**src/rtl/chronos_pkg.sv**
```systemverilog
// Shared chronos configuration constants: register word map, reset defaults and
// the commit FSM state type used by tile_cfg_regs.
package chronos_pkg;

    localparam logic [7:0] ADDR_VERSION    = 8'h00;
    localparam logic [7:0] ADDR_CTRL       = 8'h01;
    localparam logic [7:0] ADDR_LOG_MASK   = 8'h02;
    localparam logic [7:0] ADDR_STATS_MASK = 8'h03;
    localparam logic [7:0] ADDR_GVT_PERIOD = 8'h04;
    localparam logic [7:0] ADDR_CQ_BASE    = 8'h10;

    localparam int CTRL_COMMIT_BIT = 0;
    localparam int CTRL_ERR_BIT    = 1;

    localparam logic       LOG_MASK_RESET_BIT   = 1'b0;
    localparam logic       STATS_MASK_RESET_BIT = 1'b1;
    localparam logic [3:0] GVT_PERIOD_RESET     = 4'd5;

    typedef enum logic [1:0] {
        ST_IDLE,
        ST_DRAIN,
        ST_APPLY
    } cfg_state_t;

endpackage

```
**src/rtl/tile_cfg_regs_if.sv**
```systemverilog
// Configuration bus: write channel with ready, read channel answered one cycle later.
interface cfg_if;
    logic        cfg_wvalid;
    logic        cfg_wready;
    logic [7:0]  cfg_waddr;
    logic [31:0] cfg_wdata;
    logic        cfg_arvalid;
    logic [7:0]  cfg_araddr;
    logic        cfg_rvalid;
    logic [31:0] cfg_rdata;

    modport master (
        output cfg_wvalid, cfg_waddr, cfg_wdata, cfg_arvalid, cfg_araddr,
        input  cfg_wready, cfg_rvalid, cfg_rdata
    );

    modport slave (
        input  cfg_wvalid, cfg_waddr, cfg_wdata, cfg_arvalid, cfg_araddr,
        output cfg_wready, cfg_rvalid, cfg_rdata
    );
endinterface

```
**src/rtl/cfg_quiesce_timer.sv**
```systemverilog
// Saturating drain timer: cleared and armed by start, disarmed by ack or when it
// reaches TIMEOUT-1, which it flags on timeout.
module cfg_quiesce_timer #(
    parameter int TIMEOUT = 1024
) (
    input  logic clk,
    input  logic rstn,
    input  logic start,
    input  logic ack,
    output logic timeout
);
    localparam int              CW   = (TIMEOUT > 2) ? $clog2(TIMEOUT) : 1;
    localparam logic [CW-1:0]   LAST = CW'(TIMEOUT - 1);

    logic [CW-1:0] cnt_q, cnt_d;
    logic          active_q, active_d;

    assign timeout = active_q && (cnt_q == LAST);

    // NOTE: every variable gets its default first so no path leaves it unassigned (no latch).
    always_comb begin
        cnt_d    = cnt_q;
        active_d = active_q;
        if (start) begin
            cnt_d    = '0;
            active_d = 1'b1;
        end else if (active_q) begin
            if (ack || timeout) active_d = 1'b0;
            else if (cnt_q != LAST) cnt_d = cnt_q + CW'(1);
        end
    end

    // NOTE: sequential state uses non-blocking assignments only.
    always_ff @(posedge clk or negedge rstn) begin
        if (!rstn) begin
            cnt_q    <= '0;
            active_q <= 1'b0;
        end else begin
            cnt_q    <= cnt_d;
            active_q <= active_d;
        end
    end
endmodule

```
**src/rtl/tile_cfg_regs.sv**
```systemverilog
// Per-tile configuration registers with quiesce-and-commit update of live values.
// Define CFG_SHADOW_EN to stage writes in shadow registers applied on commit.
module tile_cfg_regs
    import chronos_pkg::*;
#(
    parameter int N_TILES           = 2,
    parameter int LOG_CQ_SLICE_SIZE = 7,
    parameter int CFG_VERSION       = 10,
    parameter int QUIESCE_TIMEOUT   = 1024
) (
    input  logic                                        clk,
    input  logic                                        rstn,
    cfg_if.slave                                        cfg,
    output logic                                        quiesce_req,
    input  logic                                        quiesce_ack,
    output logic [N_TILES-1:0]                          log_mask,
    output logic [N_TILES-1:0]                          stats_mask,
    output logic [3:0]                                  gvt_log_period,
    output logic [N_TILES*(LOG_CQ_SLICE_SIZE+1)-1:0]    cq_limit,
    output logic                                        cfg_updated
);
    localparam int             CQW    = LOG_CQ_SLICE_SIZE + 1;
    localparam logic [CQW-1:0] CQ_MAX = {1'b1, {LOG_CQ_SLICE_SIZE{1'b0}}};

    function automatic logic [CQW-1:0] clamp_cq(input logic [31:0] v);
        if (v == 32'd0) return CQW'(1);
        if (v > 32'(CQ_MAX)) return CQ_MAX;
        return v[CQW-1:0];
    endfunction

    cfg_state_t state_q, state_d;
    logic wready_q, rvalid_q, err_q, upd_q;
    logic [31:0] rdata_q, rd_data;
    logic tmr_start, tmr_timeout, commit, wr_fire, upd_d;

    logic [N_TILES-1:0] log_q, stats_q, rv_log, rv_stats, wr_log, wr_stats;
    logic [3:0]         gvt_q, rv_gvt, wr_gvt;
    logic [CQW-1:0]     cq_q [N_TILES];
    logic [CQW-1:0]     rv_cq [N_TILES];
    logic [CQW-1:0]     wr_cq [N_TILES];

    assign wr_fire = cfg.cfg_wvalid && wready_q;

`ifdef CFG_SHADOW_EN
    logic [N_TILES-1:0] sh_log_q, sh_stats_q;
    logic [3:0]         sh_gvt_q;
    logic [CQW-1:0]     sh_cq_q [N_TILES];

    assign rv_log   = sh_log_q;
    assign rv_stats = sh_stats_q;
    assign rv_gvt   = sh_gvt_q;
    assign rv_cq    = sh_cq_q;
    assign commit   = wr_fire && (cfg.cfg_waddr == ADDR_CTRL) && cfg.cfg_wdata[CTRL_COMMIT_BIT];
    assign upd_d    = (state_q == ST_APPLY);

    always_ff @(posedge clk or negedge rstn) begin
        if (!rstn) begin
            sh_log_q   <= {N_TILES{LOG_MASK_RESET_BIT}};
            sh_stats_q <= {N_TILES{STATS_MASK_RESET_BIT}};
            sh_gvt_q   <= GVT_PERIOD_RESET;
            for (int t = 0; t < N_TILES; t++) sh_cq_q[t] <= CQ_MAX;
        end else begin
            sh_log_q   <= wr_log;
            sh_stats_q <= wr_stats;
            sh_gvt_q   <= wr_gvt;
            for (int t = 0; t < N_TILES; t++) sh_cq_q[t] <= wr_cq[t];
        end
    end
`else
    assign rv_log   = log_q;
    assign rv_stats = stats_q;
    assign rv_gvt   = gvt_q;
    assign rv_cq    = cq_q;
    assign commit   = 1'b0;
    assign upd_d    = wr_fire && ((cfg.cfg_waddr == ADDR_LOG_MASK) ||
                                  (cfg.cfg_waddr == ADDR_STATS_MASK) ||
                                  (cfg.cfg_waddr == ADDR_GVT_PERIOD) ||
                                  ((cfg.cfg_waddr >= ADDR_CQ_BASE) &&
                                   (cfg.cfg_waddr <  ADDR_CQ_BASE + 8'(N_TILES))));
`endif

    always_comb begin
        wr_log   = rv_log;
        wr_stats = rv_stats;
        wr_gvt   = rv_gvt;
        for (int t = 0; t < N_TILES; t++) wr_cq[t] = rv_cq[t];
        if (wr_fire) begin
            case (cfg.cfg_waddr)
                ADDR_LOG_MASK:   wr_log   = cfg.cfg_wdata[N_TILES-1:0];
                ADDR_STATS_MASK: wr_stats = cfg.cfg_wdata[N_TILES-1:0];
                ADDR_GVT_PERIOD: wr_gvt   = cfg.cfg_wdata[3:0];
                default: ;
            endcase
            for (int t = 0; t < N_TILES; t++)
                if (cfg.cfg_waddr == ADDR_CQ_BASE + 8'(t)) wr_cq[t] = clamp_cq(cfg.cfg_wdata);
        end
    end

    // Reads see register values before any same-cycle write lands.
    always_comb begin
        rd_data = '0;
        case (cfg.cfg_araddr)
            ADDR_VERSION:    rd_data = 32'(CFG_VERSION);
            ADDR_CTRL:       rd_data = {30'd0, err_q, (state_q != ST_IDLE)};
            ADDR_LOG_MASK:   rd_data = 32'(rv_log);
            ADDR_STATS_MASK: rd_data = 32'(rv_stats);
            ADDR_GVT_PERIOD: rd_data = 32'(rv_gvt);
            default: ;
        endcase
        for (int t = 0; t < N_TILES; t++)
            if (cfg.cfg_araddr == ADDR_CQ_BASE + 8'(t)) rd_data = 32'(rv_cq[t]);
    end

    always_comb begin
        state_d   = state_q;
        tmr_start = 1'b0;
        case (state_q)
            ST_IDLE: if (commit) begin
                state_d   = ST_DRAIN;
                tmr_start = 1'b1;
            end
            ST_DRAIN: begin
                if (quiesce_ack)      state_d = ST_APPLY;
                else if (tmr_timeout) state_d = ST_IDLE;
            end
            ST_APPLY: state_d = ST_IDLE;
            default:  state_d = ST_IDLE;
        endcase
    end

    cfg_quiesce_timer #(.TIMEOUT(QUIESCE_TIMEOUT)) u_timer (
        .clk     (clk),
        .rstn    (rstn),
        .start   (tmr_start),
        .ack     (quiesce_ack && (state_q == ST_DRAIN)),
        .timeout (tmr_timeout)
    );

    // NOTE: memory-like arrays are reset here on purpose: every cq_limit has a defined power-up value.
    always_ff @(posedge clk or negedge rstn) begin
        if (!rstn) begin
            state_q  <= ST_IDLE;
            wready_q <= 1'b0;
            rvalid_q <= 1'b0;
            rdata_q  <= '0;
            err_q    <= 1'b0;
            upd_q    <= 1'b0;
            log_q    <= {N_TILES{LOG_MASK_RESET_BIT}};
            stats_q  <= {N_TILES{STATS_MASK_RESET_BIT}};
            gvt_q    <= GVT_PERIOD_RESET;
            for (int t = 0; t < N_TILES; t++) cq_q[t] <= CQ_MAX;
        end else begin
            state_q  <= state_d;
            wready_q <= (state_d == ST_IDLE);
            rvalid_q <= cfg.cfg_arvalid;
            if (cfg.cfg_arvalid) rdata_q <= rd_data;
            upd_q    <= upd_d;
            if ((state_q == ST_DRAIN) && tmr_timeout && !quiesce_ack)
                err_q <= 1'b1;
            else if (wr_fire && (cfg.cfg_waddr == ADDR_CTRL) && cfg.cfg_wdata[CTRL_ERR_BIT])
                err_q <= 1'b0;
`ifdef CFG_SHADOW_EN
            if (state_q == ST_APPLY) begin
                log_q   <= rv_log;
                stats_q <= rv_stats;
                gvt_q   <= rv_gvt;
                for (int t = 0; t < N_TILES; t++) cq_q[t] <= rv_cq[t];
            end
`else
            log_q   <= wr_log;
            stats_q <= wr_stats;
            gvt_q   <= wr_gvt;
            for (int t = 0; t < N_TILES; t++) cq_q[t] <= wr_cq[t];
`endif
        end
    end

    // Decoded from the state register so an asynchronous reset drops it at once.
    assign quiesce_req    = (state_q == ST_DRAIN);
    assign cfg.cfg_wready = wready_q;
    assign cfg.cfg_rvalid = rvalid_q;
    assign cfg.cfg_rdata  = rdata_q;
    assign log_mask       = log_q;
    assign stats_mask     = stats_q;
    assign gvt_log_period = gvt_q;
    assign cfg_updated    = upd_q;

    for (genvar t = 0; t < N_TILES; t++) begin : g_cq
        assign cq_limit[t*CQW +: CQW] = cq_q[t];
    end
endmodule

```
**src/flat_wrapper.sv**
```systemverilog
// flat-port wrapper written by rule: the top's interface ports become plain ports
module tile_cfg_regs_flat import chronos_pkg::*;
#(
    parameter int N_TILES           = 2,
    parameter int LOG_CQ_SLICE_SIZE = 7,
    parameter int CFG_VERSION       = 10,
    parameter int QUIESCE_TIMEOUT   = 1024
)
  (clk, rstn, quiesce_req, quiesce_ack, log_mask, stats_mask, gvt_log_period, cq_limit, cfg_updated, cfg_cfg_wvalid, cfg_cfg_waddr, cfg_cfg_wdata, cfg_cfg_arvalid, cfg_cfg_araddr, cfg_cfg_wready, cfg_cfg_rvalid, cfg_cfg_rdata);
  cfg_if cfg_i ();
  input  logic clk;
  input  logic rstn;
  output logic quiesce_req;
  input  logic quiesce_ack;
  output logic [N_TILES-1:0] log_mask;
  output logic [N_TILES-1:0] stats_mask;
  output logic [3:0] gvt_log_period;
  output logic [N_TILES*(LOG_CQ_SLICE_SIZE+1)-1:0] cq_limit;
  output logic cfg_updated;
  input wire logic [$bits(cfg_i.cfg_wvalid)-1:0] cfg_cfg_wvalid;
  input wire logic [$bits(cfg_i.cfg_waddr)-1:0] cfg_cfg_waddr;
  input wire logic [$bits(cfg_i.cfg_wdata)-1:0] cfg_cfg_wdata;
  input wire logic [$bits(cfg_i.cfg_arvalid)-1:0] cfg_cfg_arvalid;
  input wire logic [$bits(cfg_i.cfg_araddr)-1:0] cfg_cfg_araddr;
  output wire logic [$bits(cfg_i.cfg_wready)-1:0] cfg_cfg_wready;
  output wire logic [$bits(cfg_i.cfg_rvalid)-1:0] cfg_cfg_rvalid;
  output wire logic [$bits(cfg_i.cfg_rdata)-1:0] cfg_cfg_rdata;
  assign cfg_i.cfg_wvalid = cfg_cfg_wvalid;
  assign cfg_i.cfg_waddr = cfg_cfg_waddr;
  assign cfg_i.cfg_wdata = cfg_cfg_wdata;
  assign cfg_i.cfg_arvalid = cfg_cfg_arvalid;
  assign cfg_i.cfg_araddr = cfg_cfg_araddr;
  assign cfg_cfg_wready = cfg_i.cfg_wready;
  assign cfg_cfg_rvalid = cfg_i.cfg_rvalid;
  assign cfg_cfg_rdata = cfg_i.cfg_rdata;
  tile_cfg_regs #(.N_TILES(N_TILES), .LOG_CQ_SLICE_SIZE(LOG_CQ_SLICE_SIZE), .CFG_VERSION(CFG_VERSION), .QUIESCE_TIMEOUT(QUIESCE_TIMEOUT)) u_core (.clk(clk), .rstn(rstn), .cfg(cfg_i), .quiesce_req(quiesce_req), .quiesce_ack(quiesce_ack), .log_mask(log_mask), .stats_mask(stats_mask), .gvt_log_period(gvt_log_period), .cq_limit(cq_limit), .cfg_updated(cfg_updated));
endmodule
```
**config.mk**
```make
export PLATFORM = sky130hd
export DESIGN_NAME = tile_cfg_regs_flat
export DESIGN_NICKNAME = d
export VERILOG_FILES = /design/src/rtl/chronos_pkg.sv /design/src/rtl/tile_cfg_regs_if.sv /design/src/rtl/cfg_quiesce_timer.sv /design/src/rtl/tile_cfg_regs.sv /design/src/flat_wrapper.sv
export SDC_FILE = /design/constraint.sdc
export NUM_CORES = 1
export LEC_CHECK = 0
export CORE_UTILIZATION = 43
export DETAILED_ROUTE_END_ITERATION = 8
export GPL_TIMING_DRIVEN = 0
export PLACE_DENSITY = 0.81
export RECOVER_POWER = 50
export SETUP_SLACK_MARGIN = 0.05
export SYNTH_ARGS = -nofsm -noshare
export SYNTH_HDL_FRONTEND = slang
export SYNTH_SLANG_ARGS = --single-unit
```
**constraint.sdc**
```tcl
create_clock -name clk -period 2.3 [get_ports clk]
set_input_delay 0.23 -clock clk [delete_from_list [all_inputs] [get_ports clk]]
set_output_delay 0.23 -clock clk [all_outputs]
set_load 0.1 [all_outputs]
```
## After elaboration in Yosys (flattened, before gate mapping)

Cells that the tools add are included.

- Bitwise logic cells: 1
- Eq/ne operators: 15
- Reductions and logical operators: 26
- Magnitude comparators: 3
- Multiplexer cells: 28
- Add/subtract/negate cells: 1
- Shift-type cells: 0
- Div/mod/pow operators: 0
- $mul: 0

Operators by type and width:

| operator | count |
|---|---|
| 2-to-1 mux 8 bit | 8 |
| == test 8 x 2 -> 1 bit (second input constant) | 4 |
| == test 8 x 5 -> 1 bit (second input constant) | 4 |
| > comparator 32 x 8 -> 1 bit (second input constant) | 1 |
| zero test 32 bit | 1 |
| case mux 4 bit (5 select lines) | 1 |
| == test 8 x 1 -> 1 bit (second input constant) | 2 |
| == test 8 x 3 -> 1 bit (second input constant) | 2 |
| 2-to-1 mux 1 bit | 16 |
| adder 10 x 1 -> 10 bit (second input constant) | 1 |
| == test 10 bit (second input constant) | 1 |
| inequality test 10 bit (second input constant) | 1 |
| AND reduction 2 bit | 5 |
| logical AND 1 bit | 9 |
| greater-or-equal comparator 8 x 5 -> 1 bit (second input constant) | 1 |
| zero test 8 bit | 1 |
| less-than comparator 8 x 5 -> 1 bit (second input constant) | 1 |
| zero test 2 bit | 2 |
| logical OR 1 bit | 4 |
| 2-to-1 mux 2 bit | 2 |
| case mux 2 bit (2 select lines) | 1 |
| nonzero test 2 bit | 2 |
| AND reduction 3 bit | 1 |
| == test 2 x 1 -> 1 bit (second input constant) | 1 |
| 2 further kinds | 2 |

- Register bits: 73
- Memories kept: 0
- RAM bits: 0
- Latch bits: 0
- ROM bits: 0

## Logic depth before layout (Yosys ltp)

Gate-level depths: netlist of run 1.

- Depth in word-level cells: 9
- Gate-level depth with buffers: 6
- Mapped depth without buffers: 6

## Hierarchy

A second synthesis of run 1 with hierarchy kept.

- Cell total of the unflattened synthesis: 256
- Area total of the unflattened synthesis: 2,650.0 um^2

By module, submodules not included:

| module | cells each | area each (um^2) | seq. area each (um^2) | instances |
|---|---|---|---|---|
| tile_cfg_regs | 197 | 2,057.0 | 958.4 | 1 |
| cfg_quiesce_timer | 59 | 593.1 | 275.3 | 1 |

## Least setup slack after synthesis of run 1

Ideal clock, no wire load.

- Path type: register to register
- Start: reg u_core.wready_q, in the netlist u_core.cfg.cfg_wready
- End: reg u_core.stats_q[0], in the netlist u_core.stats_mask[0]
- Library setup time: 0.082 ns
- Setup slack: 0.013 ns
- Path buffers: 0
- Arrival: 2.205 ns
- Period minus slack after synthesis: 2.287 ns
- Cell stages (with the launch flop): 5
- Cells stage by stage: dfrtp_1 nand2_1 or2_4 or3_4 mux2_4

- Longest elaborated chain between the ends: 2

Ends and longest elaborated chain:

| what | RTL line | source |
|---|---|---|
| start, declared | tile_cfg_regs.sv:32 | `logic wready_q, rvalid_q, err_q, upd_q;` |
| start signal, assigned | tile_cfg_regs.sv:154 | `wready_q <= (state_d == ST_IDLE);` |
| logical AND 1 bit | tile_cfg_regs.sv:42 | `assign wr_fire = cfg.cfg_wvalid && wready_q;` |
| AND reduction 2 bit (no source line) | - |  |
| end signal, assigned | tile_cfg_regs.sv:149 | `stats_q <= {N_TILES{STATS_MASK_RESET_BIT}};` |
| end signal, assigned | tile_cfg_regs.sv:171 | `stats_q <= wr_stats;` |
| end, declared | tile_cfg_regs.sv:36 | `logic [N_TILES-1:0] log_q, stats_q, rv_log, rv_stats, wr_log, wr_stats;` |

Every way passes these cells.
A chain may end at the register's enable or synchronous reset.

## Final worst setup path of run 1

- Start: reg u_core.cq_q (netlist bit u_core.cq_limit[13])
- End: out cq_limit[13]

RTL lines:

| what | RTL line | source |
|---|---|---|
| start, declared | tile_cfg_regs.sv:38 | `logic [CQW-1:0] cq_q [N_TILES];` |
| end, declared | flat_wrapper.sv:18 | `output logic [N_TILES*(LOG_CQ_SLICE_SIZE+1)-1:0] cq_limit;` |

No word-level cell between the ends.

==> impl_metrics.tcl, run 1 <==
set metrics [dict create \
    gr-usage-met1 0.2587 \
    hold_violations 0 \
    grt_max_degree 33 \
    ant_nets 0 \
    wl_per_cell_um 13.52 \
    grt_pass1_vias 2248 \
    dpl_cell_area_mm2 0.003690 \
    grt_pass1_wl_um 10320 \
    final_util 0.6401 \
    place_ws_ns -0.09327 \
    crit_fanout 3 \
    die_w_um 80.25 \
    cp.required_ns 2.07 \
    setup_viol 0 \
    synth_most_common_cell "dfrtp_1" \
    max_freq_mhz 467.6 \
    hold_slack_ns 0.4940 \
    worstSetupStartpointType "flip-flop" \
    met2_usage 0.3496 \
    power_density_mw_per_mm2 604.1 \
    status "finished, final reports clean" \
    antenna_found_initial 0 \
    ys_warn_count 0 \
    relSlewSlack 0.2246 \
    dieArea_mm2 0.006439 \
    synth-simple-area-share 0.2243 \
    place_congestion 0.8683 \
    clock_sinks 49 \
    busiest_layer "met2" \
    synth_cell_type_count 52 \
    rsz0062_at_grt "no" \
    cts_root_buf "clkbuf_8" \
    yosysTopAreaCell "dfrtp_1" \
    async_flop_share 1.000 \
    fillers 495 \
    yosys_register_bits 49 \
    synth.area.top_cells "dfrtp_1 41%, buf_4 6.8%, dfstp_2 6.0%" \
    syn-cell-area_mm2 0.002633 \
    setup_tns_ns 0 \
    cp-end-kind "primary output" \
    synth_compound_area_frac 0.1093 \
    row_count 28 \
    cts_buffers 5 \
    netlist_top_cells_count "43 x dfrtp_1, 27 x nand2_1, 24 x buf_4" \
    viasPerCell 5.093 \
    drv_slew 0 \
    final_area_mm2 0.003790 \
    htreeDepth 2 \
    synthXorXnorAreaFrac 0.02994 \
    synthMuxAreaShare 0.06131 \
    holdCritPathClass "flip-flop to flip-flop" \
    dpl.cell_count 452 \
    cts_setup_buffers 0 \
    critical_path.cell_chain "clkdlybuf4s50_1" \
    path_delay_family "buffers and inverters" \
    coreArea_mm2 0.005921 \
    avgSynthCellArea_um2 9.860 \
    dp_hpwl_um 4938 \
    synth-seq-area-share 0.4686 \
    synth_cells 267 \
    drt_iter0_markers 142 \
    rr_startpoint "u_core.u_timer.cnt_q[0]" \
    num_vias 2348 \
    clock_latency_ns 0.31 \
    worstHoldStart "u_core.u_timer.cnt_q[8]" \
    synth_ff_type "dfrtp_1" \
    firstDrtPassIters 4 \
    io_pins 113 \
    leakagePower_nw 1.638 \
    finalCriticalPeriod_ns 2.139 \
    tightest_slew_ns 1.168 \
    antennaDiodeCount 0 \
    synth-edff-count 0 \
    stdcell_count 461 \
    crit_type "flip-flop to primary output" \
    p_total_mw 2.290 \
    clkTransAtPathRegs_ns 0.09 \
    cts_tree "done" \
    path_buf_inv 1 \
    critical_path.startpoint "u_core.cq_limit[13]" \
    nNetsFinal 439 \
    reg2reg_slack_ns 0.43 \
    finalClockSkew_ns 0.01255 \
    synth_top_family_by_area "simple AND/OR/NAND/NOR gates" \
    critPathArrivalTime_ns 1.91 \
    clk_path_buf_depth 2 \
    routed_wl_um 6231 \
    synthAdderAreaFrac 0.004753 \
    io_buffers 86 \
    grt.overflow.total 0 \
    setup_ws_ns 0.1614 \
    grt_usage 0.2074 \
    max-vdd-ir-drop_v 0.0003047 \
    drc 0 \
    die_h_um 80.25 \
    gr-usage-met3 0.04205 \
    post-route-period-util 0.9298 \
    area_growth_pct 43.96 \
    critPathMaxStageDelay_ns 1.20 \
    drive_gt1_frac 0.1503 \
    cap_violations 0 \
    cpMaxStageDelayCell "clkdlybuf4s50_1" \
    initial_core_util 0.4446 \
    synth_top_cell_area_share 0.4087 \
]
==> state kept, by name, summed over array words and instances (netlist names) <==
signal	cells
u_core.cfg.cfg_rdata	8
u_core.cfg.cfg_rvalid	1
u_core.cfg.cfg_wready	1
u_core.cfg_updated	1
u_core.cq_limit	16
u_core.err_q	1
u_core.gvt_log_period	4
u_core.log_mask	2
u_core.state_q	2
u_core.stats_mask	2
u_core.u_timer.active_q	1
u_core.u_timer.cnt_q	10
==> cell usage in the layout, fill, tap and decap left out, types with 8 or more instances in the layout <==
cell type | synthesis | final
a21oi_1 | 9 | 9
nand2_1 | 27 | 27
dfrtp_1 | 43 | 42
mux2_2 | 9 | 9
conb_1 | 1 | 24
clkbuf_1 | 8 | 12
buf_4 | 24 | 24
o22ai_1 | 9 | 9
nand2b_1 | 8 | 8
inv_1 | 12 | 12
nor2_1 | 13 | 13
clkdlybuf4s50_1 | 0 | 76
o21ai_0 | 11 | 11
==> layout make-up <==
cell class                      count  area, um2  share of cell area
Sequential cell                    49       1235              0.3258
Multi-Input combinational cell    195       1210              0.3192
Timing Repair Buffer               88      849.6              0.2242
Buffer                             33      215.2             0.05678
Tap cell                           75      93.84             0.02476
Clock buffer                        5      68.82             0.01816
Clock inverter                      3      68.82             0.01816
Inverter                           13      48.80             0.01288
==> final timing paths <==
check                                                to  cells past startpoint
worst max-delay path                       cq_limit[13]                      1
worst min register to register  u_core.u_timer.cnt_q[8]                      1
worst min-delay path            u_core.u_timer.cnt_q[8]                      1
worst max register to register  u_core.u_timer.cnt_q[1]                      5
max in group asynchronous       u_core.cfg.cfg_rdata[2]                      3
min in group asynchronous       u_core.u_timer.cnt_q[6]                      2
==> cells by family (layout without fill, tap and decap cells) <==
group | count (synthesis) | count (layout)
AO/OA/AOI/OAI | 46 | 46
XOR/XNOR | 9 | 9
adder cells (fa/ha/maj) | 1 | 1
buffers and inverters | 46 | 142
flip-flops | 49 | 49
multiplexers | 14 | 14
other | 1 | 24
AND/OR/NAND/NOR | 101 | 101
==> power breakdown <==
group	total, mW	internal, mW	switching [mW]
logic	0.636	0.176	0.460
registers	0.910	0.891	0.0183
clock network	0.744	0.438	0.306
total	2.29	1.51	0.784
==> what timing repair did <==
action                                  in CTS  in global routing
hold buffers                                 1                  0
gates resized for setup                      3                  4
endpoints found under the hold margin       15                  0
endpoints found under the setup margin       3                  4
==> per-layer routing <==
| metal | up-vias | wire [um] |
|---|---|---|
| met2 | 103 | 3064 |
| met1 | 1095 | 2584 |
| met4 | 0 | 146 |
| met3 | 13 | 435 |
| li1 | 1137 | - |
| met5 | - | 0 |
No activity file was read; power rests on OpenSTA's default activity.
==> inputs of run 2 (changes only) <==
SKIP_CTS_REPAIR_TIMING = 1   (was default)
==> run 2 against run 1 <==
Cell count did not move. First-iteration DRC count fell by 7.0%. Flip-flop and latch count did not move. Core utilization barely moved. Final area barely moved. Clock power barely moved. Critical path depth did not move. Hold slack barely moved. Critical endpoint unchanged. Largest power group unchanged.
==> impl_metrics.tcl, run 2 (synthesis results as in run 1) <==
set metrics [dict create \
    status "finished, final reports clean" \
    cts_root_buf "clkbuf_8" \
    antennaDiodeCount 0 \
    finalCriticalPeriod_ns 2.138 \
    final_area_mm2 0.003792 \
    intPower_mw 1.505 \
    layout_commonest_cell "clkdlybuf4s50_1" \
    cp.required_ns 2.07 \
    io_pins 113 \
    htreeDepth 2 \
    crit_type "flip-flop to primary output" \
    ant_nets 0 \
    grt_usage 0.2076 \
    clkTransAtPathRegs_ns 0.09 \
    power_frac_seq 0.398 \
    critPathArrivalTime_ns 1.91 \
    place_congestion 0.8683 \
    setup_viol 0 \
    row_count 28 \
    setup_ws_ns 0.1615 \
    crit_fanout 3 \
    max-vdd-ir-drop_v 0.0003026 \
    tightest_slew_ns 1.173 \
    finalClockSkew_ns 0.009101 \
    critPathMaxStageDelay_ns 1.20 \
    wl_per_cell_um 13.45 \
    cts_tree "done" \
    grt_pass1_wl_um 10330 \
    layout.cells.most_common_list "76 x clkdlybuf4s50_1, 42 x dfrtp_1, 27 x nand2_1, 24 x buf_4, 24 x conb_1" \
    dp_hpwl_um 4938 \
    cap_violations 0 \
    die_h_um 80.25 \
    cp-end-kind "primary output" \
    post-route-period-util 0.9298 \
    nNetsFinal 439 \
    num_vias 2345 \
    die_w_um 80.25 \
    clock_sinks 49 \
    grt_max_degree 33 \
    antenna_found_initial 0 \
    dpl_cell_area_mm2 0.003690 \
    place_ws_ns -0.09327 \
    worstSetupStartpointType "flip-flop" \
    area_growth_pct 44.06 \
    hold_violations 0 \
    clock_latency_ns 0.31 \
    dieArea_mm2 0.006439 \
    max_freq_mhz 467.6 \
    p_clk_frac 0.324 \
    path_delay_family "buffers and inverters" \
    power_density_mw_per_mm2 603.3 \
    drc 0 \
    holdCritPathClass "flip-flop to flip-flop" \
    cts_buffers 5 \
    relSlewSlack 0.2212 \
    dpl.cell_count 452 \
    routed_wl_um 6199 \
    viasPerCell 5.087 \
    io_buffers 86 \
    leakagePower_nw 1.658 \
    rsz0062_at_grt "no" \
    coreArea_mm2 0.005921 \
    reg2reg_slack_ns 0.44 \
    p_sw_frac 0.3420 \
    drive_gt1_frac 0.1503 \
    clk_path_buf_depth 2 \
    path_buf_inv 1 \
    critical_path.cell_chain "clkdlybuf4s50_1" \
    drt_iter0_markers 132 \
    grt.overflow.total 0 \
    stdcell_count 461 \
    initial_core_util 0.4446 \
    cpMaxStageDelayCell "clkdlybuf4s50_1" \
    combPwrFrac 0.278 \
    p_total_mw 2.288 \
    setup_tns_ns 0 \
    largest_register_ffs 16 \
    drv_slew 0 \
    firstDrtPassIters 5 \
    grt_pass1_vias 2247 \
    p_switching_uw 782.5 \
]
==> run 2: power by group through the flow <==
stage,Combinational [mW],Sequential [mW],Clock (mW)
after global placement,0.637,0.926,0
after global routing,0.664,0.914,0.786
after CTS,0.646,0.910,0.753
after detailed placement,0.645,0.927,0
after floorplan,0.269,1.11,0
final,0.636,0.910,0.742
==> run 2: layout make-up <==
type                            count  area, um2
Timing Repair Buffer               88      852.1
Inverter                           13      48.80
Buffer                             33      215.2
Multi-Input combinational cell    195       1210
Sequential cell                    49       1235
Tap cell                           75      93.84
Clock inverter                      3      68.82
Clock buffer                        5      68.82
Fill cell                         495       2128
==> run 2: worst paths after layout <==
check | from | cells after the start | to
min in group asynchronous | rstn | 2 | u_core.u_timer.cnt_q[6]
min reg2reg | u_core.u_timer.cnt_q[8] | 1 | u_core.u_timer.cnt_q[8]
min | u_core.u_timer.cnt_q[8] | 1 | u_core.u_timer.cnt_q[8]
max | u_core.cq_limit[13] | 1 | cq_limit[13]
max in group asynchronous | rstn | 3 | u_core.log_mask[1]
max reg2reg | u_core.u_timer.cnt_q[0] | 5 | u_core.u_timer.cnt_q[1]
==> run 2: per-stage QoR <==
stage	hold WS [ns]	util
after floorplan	-0.06559	-
after global routing	0.5129	0.6405
after global placement	0.4545	0.6207
final	0.4939	0.6405
after CTS	-0.1465	0.6465
after detailed placement	0.1888	0.6232
==> run 2: per-layer routing <==
| layer | up-vias | GRT usage | wire length, um |
|---|---|---|---|
| met5 | - | 0 | 0 |
| met1 | 1099 | 0.2594 | 2612 |
| met4 | 0 | 0.08393 | 146 |
| met2 | 95 | 0.3496 | 3036 |
| met3 | 13 | 0.04205 | 404 |
| li1 | 1138 | - | - |
